<file path="src/rtl/vga_pkg.sv">
`default_nettype none
// ============================================================================
// Module      : vga_pkg
// Description : Default VGA mode timing, count widths and sync bundle type.
// Revision    : 1.0 - initial release
// ============================================================================
package vga_pkg;

    localparam int H_ACTIVE = 1024;
    localparam int H_FP     = 24;
    localparam int H_SYNC   = 136;
    localparam int H_BP     = 160;
    localparam int V_ACTIVE = 768;
    localparam int V_FP     = 3;
    localparam int V_SYNC   = 6;
    localparam int V_BP     = 29;

    localparam int H_TOTAL  = H_ACTIVE + H_FP + H_SYNC + H_BP;
    localparam int V_TOTAL  = V_ACTIVE + V_FP + V_SYNC + V_BP;

    localparam int HCOUNT_W = 11;
    localparam int VCOUNT_W = 10;

    typedef struct packed {
        logic hsync;
        logic vsync;
        logic blank;
    } vga_sync_t;

    // True when value lies in the half-open window [lo, lo+len).
    function automatic logic in_window(input int value, input int lo, input int len);
        return (value >= lo) && (value < lo + len);
    endfunction

endpackage
`default_nettype wire

</file>
<file path="src/rtl/sync_delay.sv">
`default_nettype none
// ============================================================================
// Module      : sync_delay
// Description : DEPTH-stage enable-gated shift pipe for the sync/blank bundle.
// Revision    : 1.0 - initial release
// ============================================================================
module sync_delay
    import vga_pkg::*;
#(
    parameter int        DEPTH   = 2,
    parameter vga_sync_t RST_VAL = '0
) (
    input  logic      i_clk,
    input  logic      i_rst_n,
    input  logic      i_en,
    input  vga_sync_t i_sync,
    output vga_sync_t o_sync
);

    generate
        if (DEPTH < 1) begin : g_bad_depth
            $error("sync_delay DEPTH must be at least 1");
        end
    endgenerate

    vga_sync_t r_stage [DEPTH];

    always_ff @(posedge i_clk or negedge i_rst_n) begin
        if (!i_rst_n) begin
            for (int i = 0; i < DEPTH; i++) begin
                r_stage[i] <= RST_VAL;
            end
        end else if (i_en) begin
            r_stage[0] <= i_sync;
            for (int i = 1; i < DEPTH; i++) begin
                r_stage[i] <= r_stage[i-1];
            end
        end
    end

    assign o_sync = r_stage[DEPTH-1];

endmodule
`default_nettype wire

</file>
<file path="src/rtl/vga_timing.sv">
`default_nettype none
// ============================================================================
// Module      : vga_timing
// Description : Pixel-clock raster generator (counts, syncs, blank, frame start).
//               Optional macro VGA_SYNC_DELAY_EN delays sync/blank by SYNC_DELAY.
// Revision    : 1.0 - initial release
// ============================================================================
module vga_timing #(
    parameter int H_ACTIVE   = vga_pkg::H_ACTIVE,
    parameter int H_FP       = vga_pkg::H_FP,
    parameter int H_SYNC     = vga_pkg::H_SYNC,
    parameter int H_BP       = vga_pkg::H_BP,
    parameter int V_ACTIVE   = vga_pkg::V_ACTIVE,
    parameter int V_FP       = vga_pkg::V_FP,
    parameter int V_SYNC     = vga_pkg::V_SYNC,
    parameter int V_BP       = vga_pkg::V_BP,
    parameter bit SYNC_POL   = 1'b0,
    parameter int SYNC_DELAY = 2
) (
    input  logic                         clk_in,
    input  logic                         rst_n_in,
    input  logic                         pix_en_in,
    output logic [vga_pkg::HCOUNT_W-1:0] hcount_out,
    output logic [vga_pkg::VCOUNT_W-1:0] vcount_out,
    output logic                         hsync_out,
    output logic                         vsync_out,
    output logic                         blank_out,
    output logic                         frame_start_out
);

    import vga_pkg::*;

    localparam int c_h_total = H_ACTIVE + H_FP + H_SYNC + H_BP;
    localparam int c_v_total = V_ACTIVE + V_FP + V_SYNC + V_BP;
    localparam logic [HCOUNT_W-1:0] c_h_last = HCOUNT_W'(c_h_total - 1);
    localparam logic [VCOUNT_W-1:0] c_v_last = VCOUNT_W'(c_v_total - 1);
    localparam vga_sync_t c_sync_rst = '{hsync: ~SYNC_POL, vsync: ~SYNC_POL, blank: 1'b0};

    generate
        if (c_h_total > 2048) begin : g_bad_h_total
            $error("H_TOTAL exceeds 2048");
        end
        if (c_v_total > 1024) begin : g_bad_v_total
            $error("V_TOTAL exceeds 1024");
        end
        if (SYNC_DELAY < 0) begin : g_bad_sync_delay
            $error("SYNC_DELAY must not be negative");
        end
    endgenerate

    logic [HCOUNT_W-1:0] r_hcount;
    logic [HCOUNT_W-1:0] w_hcount_nxt;
    logic [VCOUNT_W-1:0] r_vcount;
    logic [VCOUNT_W-1:0] w_vcount_nxt;
    logic                w_h_last;
    logic                w_v_last;
    logic                w_frame_start_nxt;
    logic                r_frame_start;
    vga_sync_t           w_sync_nxt;
    vga_sync_t           r_sync;
    vga_sync_t           w_sync_out;

    always_comb begin
        w_h_last     = (r_hcount == c_h_last);
        w_v_last     = (r_vcount == c_v_last);
        w_hcount_nxt = w_h_last ? '0 : r_hcount + 1'b1;
        w_vcount_nxt = r_vcount;
        if (w_h_last) begin
            w_vcount_nxt = w_v_last ? '0 : r_vcount + 1'b1;
        end
    end

    // Decode from the next count so every registered output matches the count it ships with.
    always_comb begin
        w_sync_nxt.hsync  = in_window(int'(w_hcount_nxt), H_ACTIVE + H_FP, H_SYNC)
                            ? SYNC_POL : ~SYNC_POL;
        w_sync_nxt.vsync  = in_window(int'(w_vcount_nxt), V_ACTIVE + V_FP, V_SYNC)
                            ? SYNC_POL : ~SYNC_POL;
        w_sync_nxt.blank  = (int'(w_hcount_nxt) >= H_ACTIVE) || (int'(w_vcount_nxt) >= V_ACTIVE);
        w_frame_start_nxt = (w_hcount_nxt == '0) && (w_vcount_nxt == '0);
    end

    always_ff @(posedge clk_in or negedge rst_n_in) begin
        if (!rst_n_in) begin
            r_hcount      <= '0;
            r_vcount      <= '0;
            r_sync        <= c_sync_rst;
            r_frame_start <= 1'b0;
        end else if (pix_en_in) begin
            r_hcount      <= w_hcount_nxt;
            r_vcount      <= w_vcount_nxt;
            r_sync        <= w_sync_nxt;
            r_frame_start <= w_frame_start_nxt;
        end else begin
            r_frame_start <= 1'b0;
        end
    end

`ifdef VGA_SYNC_DELAY_EN
    sync_delay #(
        .DEPTH   (SYNC_DELAY),
        .RST_VAL (c_sync_rst)
    ) u_sync_delay (
        .i_clk   (clk_in),
        .i_rst_n (rst_n_in),
        .i_en    (pix_en_in),
        .i_sync  (r_sync),
        .o_sync  (w_sync_out)
    );
`else
    assign w_sync_out = r_sync;
`endif

    assign hcount_out      = r_hcount;
    assign vcount_out      = r_vcount;
    assign hsync_out       = w_sync_out.hsync;
    assign vsync_out       = w_sync_out.vsync;
    assign blank_out       = w_sync_out.blank;
    assign frame_start_out = r_frame_start;

endmodule
`default_nettype wire
</file>
<file path="config.mk">
export PLATFORM = sky130hd
export DESIGN_NAME = vga_timing
export DESIGN_NICKNAME = d
export VERILOG_FILES = /design/src/rtl/vga_pkg.sv /design/src/rtl/sync_delay.sv /design/src/rtl/vga_timing.sv
export SDC_FILE = /design/constraint.sdc
export NUM_CORES = 1
export LEC_CHECK = 0
export BUFFER_PORTS_ARGS = -buffer_cell sky130_fd_sc_hd__buf_2
export CAP_MARGIN = 10
export CORE_MARGIN = 2
export CORE_UTILIZATION = 45
export CTS_BUF_LIST = sky130_fd_sc_hd__clkbuf_4 sky130_fd_sc_hd__clkbuf_8 sky130_fd_sc_hd__clkbuf_16
export DETAILED_ROUTE_END_ITERATION = 12
export PLACE_DENSITY = 0.68
export SLEW_MARGIN = 20
export SYNTH_ARGS = -nofsm -noshare
export SYNTH_HDL_FRONTEND = slang
export SYNTH_SLANG_ARGS = --single-unit
</file>
<file path="constraint.sdc">
create_clock -name clk_in -period 5.85 [get_ports clk_in]
set_input_delay 0.585 -clock clk_in [delete_from_list [all_inputs] [get_ports clk_in]]
set_output_delay 0.585 -clock clk_in [all_outputs]
set_load 0.02 [all_outputs]
</file>
# Yosys cells after proc, flatten, opt, wreduce, memory -nomap -nowiden
# Index checks and enable logic that the tools add are counted.
# totals
word_cells,28
out_inout_bits,25
reg_bits,25
# classes
muxes,6
eq_ne,2
magnitude_cmp,6
reduce_logical,6
n_addsub,2
# op_table
op,n
$ge A11 B11 Y1 const B,2
$ge A10 B10 Y1 const B,2
$mux W10,2
$add A11 B1 Y11 const B,1
$eq A11 B11 Y1 const B,1
$logic_not A11 Y1,1
$lt A11 B11 Y1 const B,1
$mux W11,1
$add A10 B1 Y10 const B,1
$eq A10 B10 Y1 const B,1
$logic_not A10 Y1,1
$lt A10 B10 Y1 const B,1
$logic_and A1 B1 Y1,3
$mux W1,3
$logic_or A1 B1 Y1,1

# Longest topological paths before layout
# depth
word_depth,6
depth_mapped,8

# Least setup slack after synthesis
# OpenSTA, ideal clock, no wires.
# synth_timing
kind,flip-flop to flip-flop
from,register r_hcount[6] (netlist: hcount_out[6])
to,register r_frame_start (netlist: frame_start_out)
setup_slack_ns,2.978
path_stages_with_launch,8
period_less_slack_ns,2.872
t_arrival_ns,2.776
path_buffers,1
required_time_ns,5.754
cell_sequence,dfrtp_1 -> buf_6 -> or4b_4 -> nor3_1 -> mux2_2 -> o32a_1 -> or4_1 -> nor4_2
# synth_via
elab_chain_cells,5
elab_cells_between_ends,8
classes_between,1 x add/sub; 1 x eq/ne; 3 x mux; 3 x reduce/logical
# synth_lines
item,line_no,source
start: declaration,vga_timing.sv:51,logic [HCOUNT_W-1:0] r_hcount;
start signal: assignment,vga_timing.sv:90,r_hcount <= w_hcount_nxt;
$add A11 B1 Y11 / $eq A11 B11 Y1 (equally long branches),"vga_timing.sv:66, vga_timing.sv:64",
$mux W11 / $mux W10 (equally long branches),"vga_timing.sv:66, vga_timing.sv:68",
$logic_not A11 Y1 / $logic_not A10 Y1 (equally long branches),vga_timing.sv:80,w_frame_start_nxt = (w_hcount_nxt == '0) && (w_vcount_nxt == '0);
$logic_and A1 B1 Y1 (*),vga_timing.sv:80,
$mux W1 (*),vga_timing.sv:89,end else if (pix_en_in) begin
end signal: assignment,vga_timing.sv:93,r_frame_start <= w_frame_start_nxt;
end: declaration,vga_timing.sv:58,logic r_frame_start;
# Mark *: on every way between the ends. The rest lies on a longest branch, timed or not.
# A chain may end at the register's enable or synchronous reset.

# Worst setup path in the final report
# Ends and elaborated chain as after synthesis.

==> results.yml <==
critical_path:
  cp-end-kind: "flip-flop"
  timing.critical_path.buf_inv: 0
  slowest_delay_ns: 0.60
  cp.arrival_ns: 2.97
  rrSetupSlack_ns: 3.05
  cp_max_fo: 12
  ff2ff_path_depth: 5
  crit_chain: "or4b_4 > or3_4 > o32a_1 > or4_1 > nor4_2"
  reg2reg_to: "frame_start_out$_DFF_PN0_"
  crit_family: "simple AND/OR/NAND/NOR gates"
  path_class: "flip-flop to flip-flop"
  crit_required_ns: 6.01
  critPathLaunchType: "flip-flop"
  slowest_stage: "or4b_4"
  r2r-start: "hcount_out[6]$_DFFE_PN0P_"
cells_and_area:
  nNetsFinal: 230
  fillers: 381
  antenna_cells: 0
  area_growth_pct: 10.2
  regArea_um2: 628
  multi_input_area_um2: 1020
  drive_gt1_frac: 0.194
timing:
  hold_violations: 0
  max_slew_margin: 0.635
  holdWs_ns: 0.292
  rsz0062_at_grt: "false"
  clock_skew_ns: 0.00830
  max_clock_freq_mhz: 357
  worst_pin_slew_ns: 0.540
  setup_viol: 0
  drv_slew: 0
  fin_crit_sh: 0.479
  period_needed_ns: 2.80
  setup_tns_ns: 0
clocking:
  insertion_delay_ns: 0.27
  cts.sinks: 25
  root_buffer: "clkbuf_8"
  htreeDepth: 1
  hold_buffers: 0
  cts_tree: "done"
  postCtsResizedCells: 0
  cts_buffers: 3
  path_clk_slew_ns: 0.09
  cts_buffer_depth: 2
  post_cts_buffers: 0
flow_run:
  drv_cap: 0
placement:
  port_buffers: 27
  place_congestion: 0.835
  dp_hpwl_um: 2900
die:
  die_y_um: 66.1
  die_w_um: 66.1
  initial_utilization: 0.470
  die_area_um2: 4370
  io_pins: 28
  num_rows: 22
  core_um2: 3690
yosys:
  synthArstFlopShare: 1.00
  yosysUniqueCellTypes: 47
  synth.most_common_cell: "nand2_1"
  synth-seq-cells: 25
  synth_top_area_share: 0.332
  synth_cells: 205
  ys.flop_type: "dfrtp_1"
  synth_fp_nets: 212
  ys_seq_area_frac: 0.362
  synth_edf_count: 0
  synth_top_area_cell: "dfrtp_1"
  syn_avg_cell_area_um2: 8.47
  ys_warn_count: 0
  synth_common_cells: "24 x nand2_1, 23 x dfrtp_1, 14 x o21ai_0"
  synth_area_leaders: "dfrtp_1 33%, nand2_1 5.2%, o21ai_0 4.0%, a31oi_1 3.6%, xnor2_1 3.5%"
  synth.cell_area_um2: 1740
power:
  leakage_nw: 0.797
  ir_worst_vdd_mv: 0.165
  power_density_nw_per_um2: 263
global_routing:
  antenna_found_initial: 0
  grt_usage: 0.205
  grt_pass1_vias: 1355
  overflow: 0
  grt_start_max_net_pins: 26
  grt_pass1_wl_um: 6870
detailed_routing:
  drt_wl_total_um: 4090
  ant_nets: 0
  drt_iter0_markers: 115
  firstDrtPassIters: 4
  drc_errors: 0
  vias: 1606
  vias_per_cell: 5.95
  wl_per_cell_um: 15.1
run_status:
  outcome: "finished, final reports clean"
worst_hold_path:
  hp-class: "primary input to async pin"
[per-stage QoR]
step	instance area [um2]	std cells	power [mW]	worst slack, ns	util
4_1_cts	1910	270	0.509	3.05	0.518
5_1_grt	1910	270	0.541	2.87	0.518
6_report	1910	270	0.503	3.05	0.518
2_1_floorplan	1740	205	0.359	2.98	-
3_3_place_gp	1870	266	0.401	3.18	0.506
3_5_place_dp	1870	266	0.403	3.10	0.506
[worst reg2reg max path: cells and delay by family (launching register included)]
family | cells | cell delay, ns
AO/OA/AOI/OAI | 1 | 0.38
flip-flops | 1 | 0.50
AND/OR/NAND/NOR | 4 | 1.82
[power breakdown]
part	switching [mW]	internal [mW]
Sequential	0.0492	0.197
Clock	0.0552	0.0476
Combinational	0.0883	0.0652
[state kept, by name (all words and copies together), names as in the netlist]
signal           count
blank_out            1
frame_start_out      1
hcount_out          11
hsync_out            1
vcount_out          10
vsync_out            1
[routing by layer]
layer / up-vias / part of all wire / wire, um / track usage
met5: - / 0 / 0 / 0
met4: 0 / 0.0066 / 27 / 0.0459
met3: 2 / 0.068 / 278 / 0.0273
met2: 60 / 0.43 / 1740 / 0.270
met1: 749 / 0.50 / 2040 / 0.344
li1: 795 / - / - / -
[cell families after synthesis]
group,after synthesis,share of synthesized area
AOI/OAI and AO/OA,54,0.201
xor gates and xnor gates,9,0.0454
adders and majority gates,4,0.0288
buffers and inverters,20,0.0526
DFF,25,0.362
muxes,6,0.0368
and+or+nand+nor,87,0.273
[layout make-up]
| cell class | count | share of cell area |
|---|---|---|
| timing repair buffer | 28 | 0.0746 |
| clock inverter | 1 | 0.00262 |
| clock buffer | 3 | 0.0216 |
| multi-input combinational | 160 | 0.531 |
| sequential | 25 | 0.329 |
| inverter | 5 | 0.00982 |
| tap | 48 | 0.0314 |
[worst max-delay path by stage]
stage	start	to	slack, ns	cells past startpoint
finish	hcount_out[6]$_DFFE_PN0P_	frame_start_out$_DFF_PN0_	3.05	5
global route	vcount_out[0]$_DFFE_PN0P_	frame_start_out$_DFF_PN0_	2.87	7
CTS	hcount_out[6]$_DFFE_PN0P_	frame_start_out$_DFF_PN0_	3.05	5
detailed placement	hcount_out[6]$_DFFE_PN0P_	frame_start_out$_DFF_PN0_	3.10	5
global placement	hcount_out[6]$_DFFE_PN0P_	frame_start_out$_DFF_PN0_	3.18	5
floorplan	hcount_out[6]$_DFFE_PN0P_	frame_start_out$_DFF_PN0_	2.98	7
[placed cells by master, fill, tap and decap left out, types with 5 or more instances in the layout]
cell / count
buf_2: 27
nand2_1: 24
dfrtp_1: 23
o21ai_0: 14
nor2_1: 11
a31oi_1: 10
nand3_1: 9
nor3_1: 8
a21oi_1: 8
xnor2_1: 7
nand4_1: 7
inv_1: 5
o31ai_1: 5
(Power assumes the default switching activity.)
